<file path="src/rtl/op_mem_pkg.sv">
// Shared address map for the memory-mapped peripheral windows (op_mem, ip_mem).
// Word indices are relative to the 64-byte window base; num_byte codes come from the LSU.
package op_mem_pkg;

    localparam logic [31:0] OP_BASE_ADDR = 32'h0000_7000;

    localparam logic [3:0] IDX_LEDR   = 4'd0;
    localparam logic [3:0] IDX_LEDG   = 4'd4;
    localparam logic [3:0] IDX_HEX_LO = 4'd8;
    localparam logic [3:0] IDX_HEX_HI = 4'd9;
    localparam logic [3:0] IDX_LCD    = 4'd12;

    typedef enum logic [3:0] {
        NB_BYTE = 4'b0001,
        NB_HALF = 4'b0011,
        NB_WORD = 4'b1111
    } num_byte_e;

    // Replace the enabled byte lanes of old_word with those of new_word.
    function automatic logic [31:0] merge_bytes(input logic [31:0] old_word,
                                                input logic [31:0] new_word,
                                                input logic [3:0]  be);
        logic [31:0] res;
        for (int b = 0; b < 4; b++) begin
            res[8*b +: 8] = be[b] ? new_word[8*b +: 8] : old_word[8*b +: 8];
        end
        return res;
    endfunction

endpackage

</file>
<file path="src/rtl/op_byte_en.sv">
// Store lane decode: byte enables, alignment legality and lane-shifted store data.
module op_byte_en
    import op_mem_pkg::*;
(
    input  logic [1:0]  addr_lo,
    input  logic [3:0]  num_byte,
    input  logic [31:0] st_data,
    output logic [3:0]  byte_en,
    output logic        legal,
    output logic [31:0] wdata
);

    always_comb begin
        // NOTE: defaults first, so no path through the case leaves an output unassigned (no latch).
        byte_en = 4'b0000;
        legal   = 1'b0;
        case (num_byte)
            NB_BYTE: begin
                byte_en = 4'b0001 << addr_lo;
                legal   = 1'b1;
            end
            NB_HALF: begin
                byte_en = 4'b0011 << addr_lo;
                legal   = ~addr_lo[0];
            end
            NB_WORD: begin
                byte_en = 4'b1111;
                legal   = (addr_lo == 2'b00);
            end
            default: ;
        endcase
    end

    assign wdata = st_data << {addr_lo, 3'b000};

endmodule

</file>
<file path="src/rtl/op_mem.sv">
// Output-peripheral register window: LED, 7-segment and LCD registers with
// byte-lane stores, registered read-back, LCD update strobe and sticky misalign flag.
module op_mem
    import op_mem_pkg::*;
#(
    parameter logic [31:0] BASE_ADDR = OP_BASE_ADDR,
    parameter int unsigned LCD_PULSE = 1
) (
    input  logic        i_clk,
    input  logic        i_rst,
    input  logic        i_lsu_wren,
    input  logic [31:0] i_lsu_addr,
    input  logic [31:0] i_st_data,
    input  logic [3:0]  i_num_byte,
    output logic [31:0] o_op_data,
    output logic [31:0] o_io_ledr,
    output logic [31:0] o_io_ledg,
    output logic [6:0]  o_io_hex0,
    output logic [6:0]  o_io_hex1,
    output logic [6:0]  o_io_hex2,
    output logic [6:0]  o_io_hex3,
    output logic [6:0]  o_io_hex4,
    output logic [6:0]  o_io_hex5,
    output logic [6:0]  o_io_hex6,
    output logic [6:0]  o_io_hex7,
    output logic [31:0] o_io_lcd,
    output logic        o_lcd_upd,
    output logic        o_misalign
);

    localparam int CW = $clog2(LCD_PULSE + 1);

    logic        hit;
    logic [3:0]  idx;
    logic [3:0]  byte_en;
    logic        legal;
    logic [31:0] wdata;
    logic        st_ok;
    logic        st_bad;
    logic [31:0] rd_word;

    logic [31:0] ledr_q, ledg_q, hex_lo_q, hex_hi_q, lcd_q, op_data_q;
    logic [CW-1:0] lcd_cnt_q;
    logic        misalign_q;

    assign hit    = (i_lsu_addr[31:6] == BASE_ADDR[31:6]);
    assign idx    = i_lsu_addr[5:2];
    assign st_ok  = hit & i_lsu_wren & legal;
    assign st_bad = hit & i_lsu_wren & ~legal;

    op_byte_en u_byte_en (
        .addr_lo  (i_lsu_addr[1:0]),
        .num_byte (i_num_byte),
        .st_data  (i_st_data),
        .byte_en  (byte_en),
        .legal    (legal),
        .wdata    (wdata)
    );

    always_ff @(posedge i_clk or negedge i_rst) begin
        // NOTE: every peripheral register is a flop on the async reset; there is no RAM here to leave unreset.
        if (!i_rst) begin
            ledr_q   <= '0;
            ledg_q   <= '0;
            hex_lo_q <= '0;
            hex_hi_q <= '0;
            lcd_q    <= '0;
        end else if (st_ok) begin
            case (idx)
                IDX_LEDR:   ledr_q   <= merge_bytes(ledr_q,   wdata, byte_en);
                IDX_LEDG:   ledg_q   <= merge_bytes(ledg_q,   wdata, byte_en);
                IDX_HEX_LO: hex_lo_q <= merge_bytes(hex_lo_q, wdata, byte_en);
                IDX_HEX_HI: hex_hi_q <= merge_bytes(hex_hi_q, wdata, byte_en);
                IDX_LCD:    lcd_q    <= merge_bytes(lcd_q,    wdata, byte_en);
                default: ;
            endcase
        end
    end

    // Strobe counter reloads on every LCD store, so a store mid-pulse restarts it.
    always_ff @(posedge i_clk or negedge i_rst) begin
        if (!i_rst) begin
            lcd_cnt_q <= '0;
        end else if (st_ok && idx == IDX_LCD) begin
            lcd_cnt_q <= CW'(LCD_PULSE);
        end else if (lcd_cnt_q != '0) begin
            lcd_cnt_q <= lcd_cnt_q - CW'(1);
        end
    end

    always_ff @(posedge i_clk or negedge i_rst) begin
        if (!i_rst) begin
            misalign_q <= 1'b0;
        end else if (st_bad) begin
            misalign_q <= 1'b1;
        end
    end

    always_comb begin
        rd_word = '0;
        if (hit) begin
            case (idx)
                IDX_LEDR:   rd_word = ledr_q;
                IDX_LEDG:   rd_word = ledg_q;
                IDX_HEX_LO: rd_word = hex_lo_q;
                IDX_HEX_HI: rd_word = hex_hi_q;
                IDX_LCD:    rd_word = lcd_q;
                default:    rd_word = '0;
            endcase
        end
    end

    // Sampled from the pre-store registers, so a same-cycle store is not bypassed.
    always_ff @(posedge i_clk or negedge i_rst) begin
        if (!i_rst) begin
            op_data_q <= '0;
        end else begin
            op_data_q <= rd_word;
        end
    end

    assign o_op_data  = op_data_q;
    assign o_io_ledr  = ledr_q;
    assign o_io_ledg  = ledg_q;
    assign o_io_lcd   = lcd_q;
    assign o_lcd_upd  = (lcd_cnt_q != '0);
    assign o_misalign = misalign_q;

    assign o_io_hex0 = hex_lo_q[6:0];
    assign o_io_hex1 = hex_lo_q[14:8];
    assign o_io_hex2 = hex_lo_q[22:16];
    assign o_io_hex3 = hex_lo_q[30:24];
    assign o_io_hex4 = hex_hi_q[6:0];
    assign o_io_hex5 = hex_hi_q[14:8];
    assign o_io_hex6 = hex_hi_q[22:16];
    assign o_io_hex7 = hex_hi_q[30:24];

endmodule

</file>
<file path="config.mk">
export PLATFORM = sky130hd
export DESIGN_NAME = op_mem
export DESIGN_NICKNAME = d
export VERILOG_FILES = /design/src/rtl/op_mem_pkg.sv /design/src/rtl/op_byte_en.sv /design/src/rtl/op_mem.sv
export SDC_FILE = /design/constraint.sdc
export NUM_CORES = 1
export LEC_CHECK = 0
export ABC_AREA = 1
export CELL_PAD_IN_SITES_DETAIL_PLACEMENT = 1
export CELL_PAD_IN_SITES_GLOBAL_PLACEMENT = 1
export CORE_AREA = 5 5 175 177
export DETAILED_ROUTE_END_ITERATION = 10
export DIE_AREA = 0 0 180 182
export PLACE_DENSITY_LB_ADDON = 0.1
export SKIP_LAST_GASP = 1
export SLEW_MARGIN = 10
export SYNTH_ARGS = -nofsm -noshare
export SYNTH_HDL_FRONTEND = slang
export SYNTH_HIERARCHICAL = 1
export SYNTH_SLANG_ARGS = --single-unit
</file>
<file path="constraint.sdc">
create_clock -name i_clk -period 1.16 [get_ports i_clk]
set_input_delay 0.232 -clock i_clk [delete_from_list [all_inputs] [get_ports i_clk]]
set_output_delay 0.232 -clock i_clk [all_outputs]
set_load 0.005 [all_outputs]
</file>
==> flow_summary.json, run 1 <==
{
  "ys_seq_area_frac": 0.474,
  "fin_cells": 2273,
  "synth_cell_types": 27,
  "synthCells": 1281,
  "multi_input_area_um2": 5950,
  "syn_nets": 1352,
  "gp_congestion": 0.835,
  "io_buffer_count": 256,
  "num_io_pins": 257,
  "yosysTopAreaCell": "dfrtp_1",
  "antenna_found_initial": 6,
  "outcome": "finished with violations",
  "worst_pin_slew_ps": 746,
  "cp_data_required_time_ps": 1570,
  "rsz0062_at_grt": "yes",
  "dieWidth_um": 180,
  "ant_nets": 0,
  "grt-ovfl-total": 0,
  "path_max_fanout": 5,
  "first_global_vias": 13640,
  "ys_top_cells_by_area": "dfrtp_1 47%, nand2_1 19%, nand3_1 9.1%, buf_4 4.5%, nand4_4 3.9%",
  "avgSynthCellArea_um2": 7.99,
  "vias": 12657,
  "final_core_util": 0.632,
  "setup_tns_ps": -68570,
  "ys_warn_count": 6,
  "drc": 0,
  "syn-cell-area_um2": 10200,
  "vdd_drop_max_mv": 0.800,
  "cts_tree": "built",
  "wirelength_um": 59900,
  "maxCapViolCount": 0,
  "dpl.hpwl_um": 30400,
  "num_rows": 63,
  "hp-class": "input pin to flop",
  "first_pass_iters": 6,
  "area_growth_pct": 79.5,
  "wire_per_inst_um": 26.4,
  "viasPerCell": 5.57,
  "skew_ps": 15.4,
  "place_inst": 2026,
  "slew_violations": 0,
  "grt_pass1_wl_um": 83200,
  "cts_buffer_depth": 2,
  "core_um2": 29100,
  "layout-drive-gt1-share": 0.558,
  "hold_violations": 0,
  "track_usage": 0.329,
  "critPathLaunchType": "input pin",
  "clkSlewWorstSetupHoldPaths_ps": 90,
  "worstSetupPathType": "input pin to flop",
  "seq_area_um2": 4850,
  "cts.sinks": 194,
  "yosys_register_bits": 194,
  "layout.nets": 1937,
  "max_freq_mhz": 624,
  "h-tree-depth": 4,
  "post-route-period-util": 1.38,
  "grt_max_degree": 32,
  "end_kind": "flop",
  "violations": "negative setup slack",
  "worstPathArrival_ps": 2010,
  "die_area_um2": 32800,
  "die_h_um": 182,
  "insertion_delay_ps": 470,
  "setup_slack_ps": -444,
  "cts_root_buf": "clkbuf_16",
  "holdWs_ps": 205,
  "setup_viol": 379,
  "initial_core_util": 0.352,
  "power.leakage_nw": 9.55,
  "max_slew_margin": 0.501,
  "p_per_area_nw_per_um2": 831,
  "netlist.area_leader.share": 0.474,
  "filler_cell_count": 3262,
  "dr.first_iter.drc_count": 1131,
  "period_minus_slack_ps": 1600,
  "numCtsBuffers": 17
}
-- report_power, final --
part           leakage [nW]  switching (mW)  total (mW)  internal [mW]
clock network         0.306            3.42        6.62           3.20
logic                  6.53            1.16        1.90          0.744
registers              2.71    0.0000000283        6.76           6.76
total                  9.55            4.58        15.3           10.7
-- cell type report --
cell class / instances / share of cell area
Sequential cell: 194 / 0.264
Antenna cell: 4 / 0.000544
Clock buffer: 18 / 0.0239
Clock inverter: 14 / 0.0101
Multi-Input combinational cell: 899 / 0.323
Timing Repair Buffer: 688 / 0.336
Tap cell: 390 / 0.0265
Inverter: 66 / 0.0151
-- worst max-delay path, stage by stage --
cell and delay (ps):
clkdlybuf4s15_1 180, nor2_2 130, buf_4 130, nand2_1 80, nor2_2 130, buf_6 130
nand3_4 100, buf_6 160, nor2_4 180, buf_12 160, buf_12 120, buf_16 120
nand3_2 60, nand2_1 100
-- through the flow --
stage	total power, mW	worst slack [ps]	area [µm²]
2_1_floorplan	7.39	-286	10600
3_3_place_gp	8.37	-1020	14700
3_5_place_dp	8.39	-1080	14700
4_1_cts	14.9	-386	17500
5_1_grt	15.6	-531	18400
6_report	15.3	-444	18400
-- placed cells by master, fill, tap and decap left out, types with 5 or more instances in the layout --
master / n
a211oi_2: 16
a21oi_1: 7
a21oi_2: 7
a31oi_4: 7
buf_12: 59
buf_16: 16
buf_2: 201
buf_4: 317
buf_6: 40
buf_8: 7
bufbuf_16: 5
clkbuf_16: 19
clkdlybuf4s50_1: 33
dfrtp_1: 194
inv_1: 41
inv_2: 18
inv_8: 6
nand2_1: 447
nand2_2: 75
nand2_4: 7
nand3_1: 20
nand3_2: 130
nand3_4: 37
nand4_4: 19
nor2_1: 41
nor2_2: 14
nor2_4: 17
o21ai_0: 15
o21ai_1: 12
o21bai_1: 5
-- timing repair --
| item | in CTS | in global routing |
|---|---|---|
| pin swaps | 144 | 105 |
| hold endpoints to repair | 30 | 0 |
| setup buffers | 149 | 49 |
| endpoints found under the setup margin | 380 | 380 |
| cloned | 32 | 2 |
| hold buffers | 1 | 0 |
| gates resized for setup | 1114 | 205 |
-- synthesized netlist by cell type, drive strengths merged --
| master | n |
|---|---|
| a211oi | 21 |
| nand2 | 529 |
| a21oi | 14 |
| nor2 | 72 |
| o211ai | 4 |
| nand3 | 187 |
| a31oi | 10 |
| o21bai | 5 |
| a21o | 1 |
| buf | 113 |
| dfrtp | 194 |
| nand4 | 21 |
| and2 | 3 |
| clkbuf | 9 |
| o21ai | 31 |
| nor4 | 1 |
| inv | 66 |
-- kinds of logic after synthesis --
group           after synthesis  share of synthesized area
compound gates               86                     0.0518
buf+inv                     188                      0.113
flops                       194                      0.474
simple gates                813                      0.361
-- routing by layer --
layer,part of all wire,track usage,vias up
met1,0.38,0.389,6362
met5,0.00018,0,-
met4,0.063,0.182,2
li1,-,-,5256
met2,0.49,0.564,772
met3,0.067,0.0647,265
-- flip-flops by register name, summed over array words and instances (netlist names) --
name / count
hex_hi_q: 32
hex_lo_q: 32
o_io_lcd: 32
o_io_ledg: 32
o_io_ledr: 32
o_lcd_upd: 1
o_misalign: 1
o_op_data: 32
-- path summary, 6_finish.rpt --
check                      slack [ps]      endpoint  cells past startpoint      startpoint
setup / recovery                 -440  hex_hi_q[11]                     14  i_lsu_addr[31]
hold reg to reg                   500  hex_lo_q[31]                      2    hex_lo_q[31]
setup reg to reg                  -90  o_op_data[3]                      6     hex_hi_q[3]
hold / removal                    210     o_lcd_upd                      4   i_lsu_addr[5]
max in group asynchronous         340  o_io_lcd[20]                      3           i_rst
min in group asynchronous         250  o_op_data[6]                      2           i_rst
Note: power is estimated with default switching activity, not from simulation.
==> inputs of run 2 (changes only) <==
--- a/config.mk
+++ b/config.mk
@@ -12,6 +12,8 @@
 export DETAILED_ROUTE_END_ITERATION = 10
 export DIE_AREA = 0 0 180 182
 export PLACE_DENSITY_LB_ADDON = 0.1
+export RECOVER_POWER = 25
+export SKIP_CTS_REPAIR_TIMING = 1
 export SKIP_LAST_GASP = 1
 export SLEW_MARGIN = 10
 export SYNTH_ARGS = -nofsm -noshare
==> run 2 against run 1 <==
Against the previous run: the flow still finishes with violations (negative setup slack); routed wire length shrank 18%; clock skew shrank 3.7 ps; register-to-register slack lost 60 ps; critical path depth is the same; sequential power is essentially flat; count of clock-buffer cells in the layout is the same; critical path type unchanged; largest cell class unchanged.
==> flow_summary.json, run 2 (same netlist as run 1, synthesis figures left out) <==
{
  "outcome": "finished with violations",
  "violations": "negative setup slack",
  "final_common_cell": "nand2_1",
  "gp_congestion": 0.835,
  "core_um2": 29100,
  "die_area_um2": 32800,
  "critPathMostFrequentCell": "nand2_1",
  "multi_input_area_um2": 4930,
  "num_rows": 63,
  "p_sw_mw": 4.23,
  "dpl.hpwl_um": 30400,
  "setup_viol": 379,
  "track_usage": 0.248,
  "cts.sinks": 194,
  "path_max_fanout": 7,
  "end_kind": "flop",
  "max_slew_margin": 0.592,
  "worst_pin_slew_ps": 609,
  "crit_chain": "dlymetal6s2s_1 > nand2_1 > inv_1 > nand2_1 > nor2_1 > nand2_1 > nor2_2 > buf_6 > nand3_4 > nor2_4 > buf_12 > clkbuf_16 > nand3_2 > nand2_1",
  "numCtsBuffers": 17,
  "final_area_um2": 17600,
  "cts_tree": "built",
  "crit_path_top_delay_cell": "nor2_4",
  "worstSetupPathType": "input pin to flop",
  "slew_violations": 0,
  "setup_slack_ps": -318,
  "wirelength_um": 49100,
  "area_growth_pct": 71.5,
  "first_global_vias": 11106,
  "layout-drive-gt1-share": 0.342,
  "critPathLaunchType": "input pin",
  "dpl_cell_area_um2": 14700,
  "hp-class": "input pin to flop",
  "antenna_found_initial": 2,
  "power.leakage_nw": 12.1,
  "layout.nets": 1846,
  "insertion_delay_ps": 450,
  "switching_share": 0.285,
  "p_per_area_nw_per_um2": 844,
  "max_freq_mhz": 676,
  "io_buffer_count": 256,
  "wire_per_inst_um": 22.5,
  "p_int_mw": 10.6,
  "setup_tns_ps": -52770,
  "maxCapViolCount": 0,
  "grt-ovfl-total": 0,
  "seq_area_um2": 4850,
  "num_io_pins": 257,
  "drc": 0,
  "filler_cell_count": 3269,
  "p_clk_frac": 0.437,
  "power.share.sequential": 0.456,
  "hold_violations": 0,
  "cp_data_required_time_ps": 1530,
  "worstPathArrival_ps": 1850,
  "first_pass_iters": 5,
  "ant_nets": 0,
  "vias": 11341,
  "cts_buffer_depth": 2,
  "slowest_delay_ps": 160,
  "grt_max_degree": 41,
  "h-tree-depth": 4,
  "grt_pass1_wl_um": 64500,
  "dr.first_iter.drc_count": 777,
  "cts_root_buf": "clkbuf_16",
  "initial_core_util": 0.352,
  "dieWidth_um": 180,
  "rsz0062_at_grt": "yes",
  "die_h_um": 182,
  "mostFrequentLayoutCells": "460 x nand2_1, 265 x buf_4, 196 x dlymetal6s2s_1",
  "power_frac_comb": 0.107,
  "clkSlewWorstSetupHoldPaths_ps": 90,
  "skew_ps": 11.6,
  "viasPerCell": 5.20,
  "post-route-period-util": 1.27,
  "period_minus_slack_ps": 1480,
  "vdd_drop_max_mv": 0.789
}
==> run 2: power by group through the flow <==
stage,clock network (mW),registers [mW],logic [mW]
global route,6.83,6.76,1.68
finish,6.47,6.76,1.59
floorplan,0,6.89,0.496
detailed placement,0,6.89,1.50
CTS,6.46,6.76,1.51
global placement,0,6.89,1.48
==> run 2: per-layer routing <==
metal  vias up  GRT usage  wire, µm
li1       5053          -         -
met1      5801      0.332     20700
met2       396      0.426     24900
met3        89     0.0419      2330
met4         2     0.0518      1190
met5         -          0        13
==> run 2: final timing paths <==
path	start	to	slack [ps]	cells after the start
max in group asynchronous	i_rst	o_io_lcd[3]	130	3
min in group asynchronous	i_rst	o_op_data[6]	360	2
hold reg to reg	hex_lo_q[23]	hex_lo_q[23]	500	2
setup reg to reg	o_io_ledr[8]	o_op_data[8]	-150	6
hold / removal	i_lsu_addr[10]	o_lcd_upd	280	7
setup / recovery	i_lsu_addr[12]	hex_hi_q[15]	-320	14
==> run 2: metrics by stage <==
| stage | hold WS, ps | total power, mW | setup slack (ps) | util | cells |
|---|---|---|---|---|---|
| final | 279 | 14.8 | -318 | 0.604 | 2179 |
| after detailed placement | 173 | 8.39 | -1080 | 0.506 | 2026 |
| after global routing | 277 | 15.3 | -415 | 0.604 | 2179 |
| after global placement | 176 | 8.37 | -1020 | 0.506 | 2026 |
| after floorplan | -63.6 | 7.39 | -286 | - | 1281 |
| after CTS | -308 | 14.7 | -608 | 0.528 | 2058 |
==> run 2: critical path, delay by kind of cell <==
kind | cells | cell delay, ps
buf+inv | 5 | 600
simple gates | 9 | 1000
==> run 2: area by class of cell <==
type,instances,share of cell area
multi-input combinational,899,0.281
clock buffer,18,0.0250
antenna,1,0.000143
timing repair buffer,597,0.364
sequential,194,0.276
tap,390,0.0278
clock inverter,14,0.0106
inverter,66,0.0150
==> inputs of run 3 (changes only) <==
--- a/config.mk
+++ b/config.mk
@@ -8,15 +8,15 @@
 export ABC_AREA = 1
 export CELL_PAD_IN_SITES_DETAIL_PLACEMENT = 1
 export CELL_PAD_IN_SITES_GLOBAL_PLACEMENT = 1
-export CORE_AREA = 5 5 175 177
+export CORE_AREA = 5 5 173 175
 export DETAILED_ROUTE_END_ITERATION = 10
-export DIE_AREA = 0 0 180 182
+export DIE_AREA = 0 0 178 180
 export PLACE_DENSITY_LB_ADDON = 0.1
 export RECOVER_POWER = 25
+export REMOVE_ABC_BUFFERS = 1
 export SKIP_CTS_REPAIR_TIMING = 1
 export SKIP_LAST_GASP = 1
 export SLEW_MARGIN = 10
 export SYNTH_ARGS = -nofsm -noshare
 export SYNTH_HDL_FRONTEND = slang
-export SYNTH_HIERARCHICAL = 1
 export SYNTH_SLANG_ARGS = --single-unit
==> run 3 against run 2 <==
Against the previous run: the flow still finishes with violations (negative setup slack); highest routed layer unchanged; sequential share of layout area is 1.8 points higher; non-clock buffer count is 43 higher; via count is 1.1% lower; sequential cell count stayed put; total power is 1.5% lower; routed wire length is 2.4% lower; maximum frequency is 4.7% lower; count of clock-buffer cells in the layout is 2 higher; combinational power is 4% lower; critical path depth stayed put; clock power is 2% lower; clock skew is 3.2 ps higher.
==> flow_summary.json, run 3 <==
{
  "outcome": "finished with violations",
  "violations": "negative setup slack",
  "setup_slack_ps": -392,
  "mostFrequentLayoutCells": "376 x nand2_1, 280 x buf_4, 197 x clkbuf_2",
  "layout.nets": 1863,
  "yosysMostFrequentCell": "nand2_1",
  "synth_cell_types": 31,
  "clkSlewWorstSetupHoldPaths_ps": 80,
  "num_io_pins": 257,
  "num_rows": 62,
  "ys_seq_area_frac": 0.498,
  "final_core_util": 0.582,
  "grt_max_degree": 45,
  "ys_warn_count": 0,
  "path_max_fanout": 7,
  "synth_compound_area_frac": 0.0660,
  "cp_data_required_time_ps": 1540,
  "yosys_register_bits": 194,
  "maxCapViolCount": 0,
  "async_flop_share": 1.00,
  "setup_tns_ps": -59730,
  "worstPathArrival_ps": 1930,
  "end_kind": "flop",
  "yosysTopAreaCell": "dfrtp_1",
  "max_slew_margin": 0.379,
  "p_per_area_nw_per_um2": 886,
  "skew_ps": 14.8,
  "synth-xor-area-share": 0,
  "ys_top_cells_by_area": "dfrtp_1 50%, nand2_1 19%, nand3_1 8.4%, buf_4 4.6%, nor2_1 3.0%",
  "synthAdderAreaFrac": 0,
  "area_growth_pct": 69.0,
  "drc": 0,
  "insertion_delay_ps": 450,
  "cts_buffer_depth": 2,
  "dr.first_iter.drc_count": 711,
  "hold_violations": 0,
  "final_common_cell": "nand2_1",
  "numCtsBuffers": 17,
  "critPathLaunchType": "input pin",
  "worst_pin_slew_ps": 932,
  "core_um2": 28300,
  "grt-ovfl-total": 0,
  "dpl.hpwl_um": 29400,
  "track_usage": 0.248,
  "synthSimpleGateAreaFrac": 0.330,
  "avgSynthCellArea_um2": 7.76,
  "die_h_um": 180,
  "grt_pass1_wl_um": 61800,
  "wire_per_inst_um": 21.8,
  "setup_viol": 479,
  "first_global_vias": 10725,
  "synthMuxAreaShare": 0,
  "holdWs_ps": 138,
  "vias": 11214,
  "die_area_um2": 32000,
  "slew_violations": 0,
  "first_pass_iters": 5,
  "max_freq_mhz": 644,
  "synthCells": 1255,
  "synth_edf_count": 0,
  "period_minus_slack_ps": 1550,
  "wirelength_um": 47900,
  "dieWidth_um": 178,
  "viasPerCell": 5.11,
  "vdd_drop_max_mv": 0.841,
  "initial_core_util": 0.344,
  "syn-cell-area_um2": 9740,
  "cts_root_buf": "clkbuf_16",
  "p_total_mw": 14.6,
  "rsz0062_at_grt": "yes",
  "gp_congestion": 0.827,
  "layout-drive-gt1-share": 0.495,
  "h-tree-depth": 4,
  "synth_top_family_by_area": "simple AND/OR/NAND/NOR gates",
  "worstSetupPathType": "input pin to flop",
  "ys.flop_type": "dfrtp_1",
  "hp-class": "input pin to flop",
  "netlist.area_leader.share": 0.498,
  "synth_commonest_cells": "502 x nand2_1, 194 x dfrtp_1, 164 x nand3_1",
  "antenna_found_initial": 12,
  "cts_tree": "built",
  "io_buffer_count": 256,
  "ant_nets": 0,
  "post-route-period-util": 1.34,
  "power.leakage_nw": 8.74,
  "cts.sinks": 194,
  "filler_cell_count": 3360
}
run 3: cell count changes after synthesis, moves of 7 or more:
cell,previous run,this run
nor2_1,62,78
buf_2,30,13
a21oi_1,14,21
nand2_1,529,502
a22oi_1,0,8
clkbuf_1,9,34
nand4_1,2,22
nand4_4,19,0
buf_6,20,13
o32ai_1,0,7
nand3_1,186,164
inv_1,62,55
run 3: layout make-up:
| type | count | area (µm²) | area share |
|---|---|---|---|
| clock inverters | 12 | 145 | 0.00881 |
| well taps | 384 | 480 | 0.0292 |
| repair buffers | 640 | 5440 | 0.330 |
| diodes | 6 | 15.0 | 0.000912 |
| repair inverters | 1 | 5.00 | 0.000304 |
| clock buffers | 20 | 447 | 0.0271 |
| multi-input cells | 878 | 4830 | 0.293 |
| flip-flops and latches | 194 | 4860 | 0.295 |
| inverters | 60 | 255 | 0.0155 |
run 3: power breakdown:
part / internal [mW] / total (mW) / leakage, nW / switching, mW
clock network: 3.30 / 6.32 / 0.288 / 3.02
logic: 0.635 / 1.52 / 5.75 / 0.889
registers: 6.76 / 6.76 / 2.71 / 0.0000000253
run 3: metrics by stage:
step / area, µm² / std cells / setup WS [ps]
after CTS: 14700 / 2036 / -553
final: 16500 / 2195 / -392
after global routing: 16500 / 2195 / -523
after detailed placement: 14100 / 2004 / -1010
after floorplan: 8940 / 1132 / -2130
after global placement: 14100 / 2004 / -926
run 3: cells by family (layout without fill, tap and decap cells):
family,Yosys count,count (layout)
AND/OR/NAND/NOR,774,774
other,0,6
AO/OA/AOI/OAI,104,104
flip-flops,194,194
buffers and inverters,183,733
run 3: worst max-delay path, stage by stage:
cell            delay [ps]
dlymetal6s2s_1         140
nor2_2                 140
nand2_1                 70
nor2_1                 100
nand2_1                 60
nor2_1                 120
buf_4                  160
nand3_4                120
buf_6                  150
nor2_4                 160
buf_6                  150
clkbuf_16              160
nand3_1                 80
nand2_1                 90
run 3: worst paths after layout:
kind                                start       endpoint  slack [ps]  cells after the start
setup / recovery           i_lsu_addr[28]  o_io_ledg[13]        -390                     14
hold / removal              i_lsu_addr[5]      o_lcd_upd         140                      3
setup reg to reg             hex_lo_q[26]  o_op_data[26]        -160                      6
hold reg to reg                o_misalign     o_misalign         490                      1
max in group asynchronous           i_rst  o_op_data[29]        -100                      3
min in group asynchronous           i_rst    hex_hi_q[5]         470                      2
run 3: per-layer routing:
layer	GRT usage	wire (µm)	part of all wire
met1	0.320	19800	0.41
met2	0.419	24200	0.50
met3	0.0422	2370	0.050
met4	0.0857	1480	0.031
met5	0	74	0.0015
